===== config.mk =====
export PLATFORM = sky130hd
export DESIGN_NAME = sobel_window_core
export DESIGN_NICKNAME = d
export VERILOG_FILES = /design/src/rtl/sobel_window_core.sv
export SDC_FILE = /design/constraint.sdc
export NUM_CORES = 1
export LEC_CHECK = 0
export CORE_AREA = 3 3 109 111
export CTS_CLUSTER_DIAMETER = 30
export CTS_CLUSTER_SIZE = 24
export DETAILED_ROUTE_END_ITERATION = 8
export DIE_AREA = 0 0 112 114
export MAX_ROUTING_LAYER = met4
export PLACE_DENSITY_LB_ADDON = 0.3
export REMOVE_ABC_BUFFERS = 1
export SKIP_LAST_GASP = 1
export SYNTH_ARGS = -nofsm -noshare
export SYNTH_HDL_FRONTEND = slang
export SYNTH_SLANG_ARGS = --single-unit

===== constraint.sdc =====
create_clock -name clk -period 3.34 [get_ports clk]
set_input_delay 0.835 -clock clk [delete_from_list [all_inputs] [get_ports clk]]
set_output_delay 0.835 -clock clk [all_outputs]
set_load 0.05 [all_outputs]

===== src/rtl/sobel_window_core.sv =====
// Sobel |Gx|+|Gy| edge core over a 3x3 window, 3-stage pipeline with frame-border suppression.
// Optional binarising threshold (port thresh) is enabled by defining SOBEL_THRESH_EN.
module sobel_window_core #(
  parameter int BITSIZE = 8,
  parameter int WIDTH   = 640,
  parameter int HEIGHT  = 480
) (
  input  logic               clk,
  input  logic               rst,
  input  logic               in_valid,
  input  logic               in_sof,
  input  logic [BITSIZE-1:0] top_x1,
  input  logic [BITSIZE-1:0] top_x2,
  input  logic [BITSIZE-1:0] top_x3,
  input  logic [BITSIZE-1:0] mid_x1,
  input  logic [BITSIZE-1:0] mid_x2,
  input  logic [BITSIZE-1:0] mid_x3,
  input  logic [BITSIZE-1:0] bot_x1,
  input  logic [BITSIZE-1:0] bot_x2,
  input  logic [BITSIZE-1:0] bot_x3,
`ifdef SOBEL_THRESH_EN
  input  logic [BITSIZE-1:0] thresh,
`endif
  output logic [BITSIZE-1:0] out_pix,
  output logic               out_valid,
  output logic               out_sof
);

  localparam int GW = BITSIZE + 3;
  localparam int CW = (WIDTH > 1) ? $clog2(WIDTH) : 1;
  localparam int RW = (HEIGHT > 1) ? $clog2(HEIGHT) : 1;
  localparam logic [CW-1:0] COL_LAST = CW'(WIDTH - 1);
  localparam logic [RW-1:0] ROW_LAST = RW'(HEIGHT - 1);
  localparam logic [BITSIZE-1:0] PIX_ONES = {BITSIZE{1'b1}};
  localparam logic [BITSIZE-1:0] PIX_ZERO = {BITSIZE{1'b0}};

  // Weighted column/row sum a + 2b + c, zero-extended so it never wraps.
  function automatic logic [GW-1:0] tap_sum(input logic [BITSIZE-1:0] a,
                                            input logic [BITSIZE-1:0] b,
                                            input logic [BITSIZE-1:0] c);
    return GW'(a) + (GW'(b) << 1'b1) + GW'(c);
  endfunction

  function automatic logic [GW-1:0] abs_val(input logic signed [GW-1:0] v);
    logic [GW-1:0] r;
    if (v[GW-1]) begin
      r = $unsigned(-v);
    end else begin
      r = $unsigned(v);
    end
    return r;
  endfunction

`ifndef SOBEL_THRESH_EN
  localparam logic [GW-1:0] PIX_MAX = GW'(PIX_ONES);

  function automatic logic [BITSIZE-1:0] sat_pix(input logic [GW-1:0] m);
    logic [BITSIZE-1:0] r;
    if (m > PIX_MAX) begin
      r = PIX_ONES;
    end else begin
      r = m[BITSIZE-1:0];
    end
    return r;
  endfunction
`endif

  logic [CW-1:0]        col_q, col_d, cur_col;
  logic [RW-1:0]        row_q, row_d, cur_row;
  logic signed [GW-1:0] gx_q, gx_d, gy_q, gy_d;
  logic                 border1_q, border1_d, sof1_q, sof1_d, v1_q, v1_d;
  logic [GW-1:0]        mag_q, mag_d;
  logic                 border2_q, border2_d, sof2_q, sof2_d, v2_q, v2_d;
  logic [BITSIZE-1:0]   pix_q, pix_d;
  logic                 valid_q, valid_d, osof_q, osof_d;
  logic                 unused_taps;

  assign unused_taps = ^mid_x2;

  // Window-centre position and stage-1 gradients; in_sof re-anchors the beat at (0,0).
  always_comb begin
    cur_col   = col_q;
    cur_row   = row_q;
    col_d     = col_q;
    row_d     = row_q;
    gx_d      = gx_q;
    gy_d      = gy_q;
    border1_d = border1_q;
    sof1_d    = 1'b0;
    v1_d      = in_valid;
    if (in_sof) begin
      cur_col = {CW{1'b0}};
      cur_row = {RW{1'b0}};
    end else begin
      cur_col = col_q;
      cur_row = row_q;
    end
    if (in_valid) begin
      if (cur_col == COL_LAST) begin
        col_d = {CW{1'b0}};
        if (cur_row == ROW_LAST) begin
          row_d = {RW{1'b0}};
        end else begin
          row_d = cur_row + RW'(1'b1);
        end
      end else begin
        col_d = cur_col + CW'(1'b1);
        row_d = cur_row;
      end
      gx_d = $signed(tap_sum(top_x3, mid_x3, bot_x3) - tap_sum(top_x1, mid_x1, bot_x1));
      gy_d = $signed(tap_sum(bot_x1, bot_x2, bot_x3) - tap_sum(top_x1, top_x2, top_x3));
      border1_d = (cur_col == {CW{1'b0}}) || (cur_col == COL_LAST) ||
                  (cur_row == {RW{1'b0}}) || (cur_row == ROW_LAST);
      sof1_d = in_sof;
    end else begin
      col_d     = col_q;
      row_d     = row_q;
      gx_d      = gx_q;
      gy_d      = gy_q;
      border1_d = border1_q;
      sof1_d    = 1'b0;
    end
  end

  // Stage 2: magnitude is GW bits wide so the +/-1020 extremes sum without overflow.
  always_comb begin
    mag_d     = abs_val(gx_q) + abs_val(gy_q);
    border2_d = border1_q;
    sof2_d    = sof1_q & v1_q;
    v2_d      = v1_q;
  end

  // Stage 3: border suppression, then saturation or threshold; pixel holds across bubbles.
  always_comb begin
    pix_d   = pix_q;
    valid_d = v2_q;
    osof_d  = v2_q & sof2_q;
    if (v2_q) begin
      if (border2_q) begin
        pix_d = PIX_ZERO;
      end else begin
`ifdef SOBEL_THRESH_EN
        if (mag_q >= GW'(thresh)) begin
          pix_d = PIX_ONES;
        end else begin
          pix_d = PIX_ZERO;
        end
`else
        pix_d = sat_pix(mag_q);
`endif
      end
    end else begin
      pix_d = pix_q;
    end
  end

  // Pipeline and counter registers, all cleared by the asynchronous reset.
  always_ff @(posedge clk or posedge rst) begin
    if (rst) begin
      col_q     <= {CW{1'b0}};
      row_q     <= {RW{1'b0}};
      gx_q      <= {GW{1'b0}};
      gy_q      <= {GW{1'b0}};
      border1_q <= 1'b0;
      sof1_q    <= 1'b0;
      v1_q      <= 1'b0;
      mag_q     <= {GW{1'b0}};
      border2_q <= 1'b0;
      sof2_q    <= 1'b0;
      v2_q      <= 1'b0;
      pix_q     <= PIX_ZERO;
      valid_q   <= 1'b0;
      osof_q    <= 1'b0;
    end else begin
      col_q     <= col_d;
      row_q     <= row_d;
      gx_q      <= gx_d;
      gy_q      <= gy_d;
      border1_q <= border1_d;
      sof1_q    <= sof1_d;
      v1_q      <= v1_d;
      mag_q     <= mag_d;
      border2_q <= border2_d;
      sof2_q    <= sof2_d;
      v2_q      <= v2_d;
      pix_q     <= pix_d;
      valid_q   <= valid_d;
      osof_q    <= osof_d;
    end
  end

  assign out_pix   = pix_q;
  assign out_valid = valid_q;
  assign out_sof   = osof_q;

endmodule

==> results_dict.tcl <==
set metrics [dict create \
    yosys.area.top_type "dfrtp_1" \
    synthMuxAreaShare_pct 3.70 \
    vias_per_cell 5.57 \
    gp_congestion 0.843 \
    synth_top_area_share_pct 27.4 \
    total_leakage_power_nw 3.91 \
    holdPathEnd "v2_q" \
    wl_per_cell_um 15.9 \
    final.fill_count 719 \
    grt_remaining_overflow 0 \
    dp_hpwl_um 10600 \
    whs_path_depth 0 \
    synth-compound-area-share_pct 11.4 \
    cp_max_fo 2 \
    r2r-start "gx_q[0]" \
    post-route-min-period_ns 3.72 \
    die_w_um 112 \
    antenna_found_initial 0 \
    root_buffer "clkbuf_8" \
    synth_edf_count 0 \
    synthFlopType "dfrtp_1" \
    start_kind "input pin" \
    violations "setup timing" \
    ys_ff_latch 68 \
    rows 38 \
    critPathRequiredTime_ns 3.56 \
    crit_arrival_ns 3.94 \
    fmax_ghz 0.269 \
    skew_ns 0.0134 \
    peakVddDrop_mv 0.673 \
    synth_cell_type_count 57 \
    yosys.area_share.simple_pct 14.6 \
    rsz0062_at_grt "yes" \
    port_buffers 77 \
    period_share_pct 111 \
    core_mm2 0.0109 \
    die_area_mm2 0.0128 \
    grt_use_total_pct 25.0 \
    worst_slack_ns -0.378 \
    drv_slew 0 \
    cts_tree "built" \
    ys_warn_count 0 \
    antenna_cells 0 \
    timing.final.setup_violations 14 \
    grt_pass1_wl_um 25600 \
    cellPowerDensity_mw_per_mm2 894 \
    first_global_vias 5694 \
    path_clk_slew_ns 0.08 \
    syn-cell-area_mm2 0.00622 \
    hold_viol_final 0 \
    cap_violations 0 \
    clk-insertion-delay-late_ns 0.35 \
    worst_hold_path_type "flip-flop to flip-flop" \
    layout-drive-gt1-share_pct 26.1 \
    yosys.area_share.adder_pct 28.3 \
    critPathKind "input pin to flip-flop" \
    place_ws_ns -1.45 \
    finalInstanceArea_mm2 0.00810 \
    grt_use_met1_pct 29.1 \
    num_vias 5219 \
    worst_slew_pin_slew_ns 0.753 \
    worstSetupEndpointType "flip-flop" \
    status "finished, violations left" \
    r2r-end "mag_q[9]" \
    seqCellArea_mm2 0.00170 \
    grt_util_met3_pct 3.24 \
    first_pass_iters 6 \
    avgSynthCellArea_um2 9.34 \
    ios 86 \
    syn_inst 666 \
    ant_nets 0 \
    wirelength_um 14900 \
    final_nets 971 \
    clockBufferDepth 2 \
    hp-start "v1_q" \
    drtIter0Drc 351 \
    die_y_um 114 \
    grt_most_used_layer "met2" \
    met2_usage_pct 45.0 \
    reg2reg_depth 11 \
    synth_top_family_by_area "adder cells" \
    synthArstFlopShare_pct 100 \
    rrSetupSlack_ns 0.48 \
    synthTopCellsByArea "dfrtp_1 (27%), fa_1 (20%), inv_1 (8.9%), ha_1 (8.0%), xnor2_1 (3.7%)" \
    synthXorXnorAreaFrac_pct 4.65 \
    clock-sinks 68 \
    grt_start_max_net_pins 36 \
    htree_levels 3 \
    cts_buffers 9 \
    slew_headroom_pct 49.7 \
    yosysSeqAreaShare_pct 27.4 \
    drc 0 \
    multi_input_area_mm2 0.00427 \
    placed_area_mm2 0.00743 \
    syn_to_final_growth_pct 30.1 \
    start_util_pct 57.1 \
]
## sequential cells by signal, summed over array words and instances, names as in the netlist
signal and flops:
v1_q 1, border2_q 1, mag_q 11, v2_q 1, out_pix 8, out_valid 1
col_q 10, sof1_q 1, row_q 9, gy_q 11, out_sof 1, gx_q 11
sof2_q 1, border1_q 1
## through the flow
step	TNS, ns	total power (W)	util (%)	hold slack (ns)	cells
2_1_floorplan	-7.36	0.00421	-	0.346	649
3_3_place_gp	-19.62	0.00516	68.2	0.355	908
3_5_place_dp	-20.93	0.00535	68.2	0.356	908
4_1_cts	-3.17	0.00689	73.9	0.370	935
5_1_grt	-5.45	0.00781	74.4	0.377	937
6_report	-4.14	0.00724	74.4	0.363	937
## cells in the final DEF, fill, tap and decap left out, types with 8 or more instances in the layout
master	n
inv_1	101
dfrtp_1	68
fa_1	56
inv_2	44
nand2_1	43
nor2_1	39
buf_4	37
dlygate4sd2_1	32
xnor2_1	24
ha_1	24
o21ai_0	23
buf_6	23
clkdlybuf4s50_1	19
ha_4	16
nand2b_1	13
nand3_1	13
mux2_2	13
nor3_1	9
clkbuf_8	9
o21a_1	8
## where the power goes
part	total, W	switching, W	leakage [nW]	internal [W]
registers	0.00134	0.000253	0.855	0.00109
clock network	0.000723	0.000368	0.0973	0.000355
logic	0.00518	0.00260	2.95	0.00258
## timing repair
action / in CTS / in global routing
setup endpoints to repair: 18 / 15
hold buffers: 0 / 0
gates resized for setup: 222 / 36
pin swaps: 107 / 37
setup buffers: 13 / 5
cloned: 0 / 0
hold endpoints to repair: 0 / 0
## cell families after synthesis
kind of cell / after synthesis
AO/OA/AOI/OAI: 103
XOR/XNOR: 33
adder cells (fa/ha/maj): 103
buffers and inverters: 165
flip-flops: 68
multiplexers: 21
AND/OR/NAND/NOR: 173
## worst max-delay path, cell delays in order
cell and delay, ns:
buf_6 0.07, inv_4 0.03, fa_1 0.51, fa_1 0.54, inv_2 0.05, fa_1 0.49, inv_2 0.05, fa_2 0.34
a21o_1 0.17, a21o_1 0.18, a21oi_2 0.16, nor3_1 0.05, or4_1 0.46
## per-layer routing
metal	up-vias	share of wire, %	routed length (µm)
met1	2590	41	6050
li1	2438	-	-
met3	38	4.1	612
met2	153	53	7850
met5	-	0	0
met4	0	2.3	338
## worst max-delay path by stage
stage	start	to	slack, ns	depth (start not counted)
floorplan	top_x1[2]	gx_q[7]	-0.88	12
CTS	bot_x3[0]	gx_q[7]	-0.38	13
finish	mid_x1[1]	gx_q[7]	-0.38	13
detailed placement	top_x1[2]	gx_q[7]	-1.45	13
global placement	top_x1[2]	gx_q[7]	-1.37	13
global route	top_x1[2]	gy_q[6]	-0.50	15
## synthesized netlist by cell type (12+ instances only)
| cell type | count |
|---|---|
| ha_1 | 40 |
| nor2_1 | 41 |
| xnor2_1 | 26 |
| mux2_2 | 16 |
| nand2_1 | 45 |
| o21ai_0 | 27 |
| nand2b_1 | 13 |
| dfrtp_1 | 68 |
| clkbuf_1 | 12 |
| nand3_1 | 14 |
| fa_1 | 63 |
| inv_1 | 148 |
## cell type report
cell class / count / share of cell area [%]
Clock buffer: 9 / 1.53
Clock inverter: 7 / 0.989
Inverter: 148 / 6.96
Multi-Input combinational cell: 433 / 52.8
Sequential cell: 68 / 21.0
Tap cell: 140 / 2.16
Timing Repair Buffer: 132 / 14.6
Power figures use the tool's default switching activity.
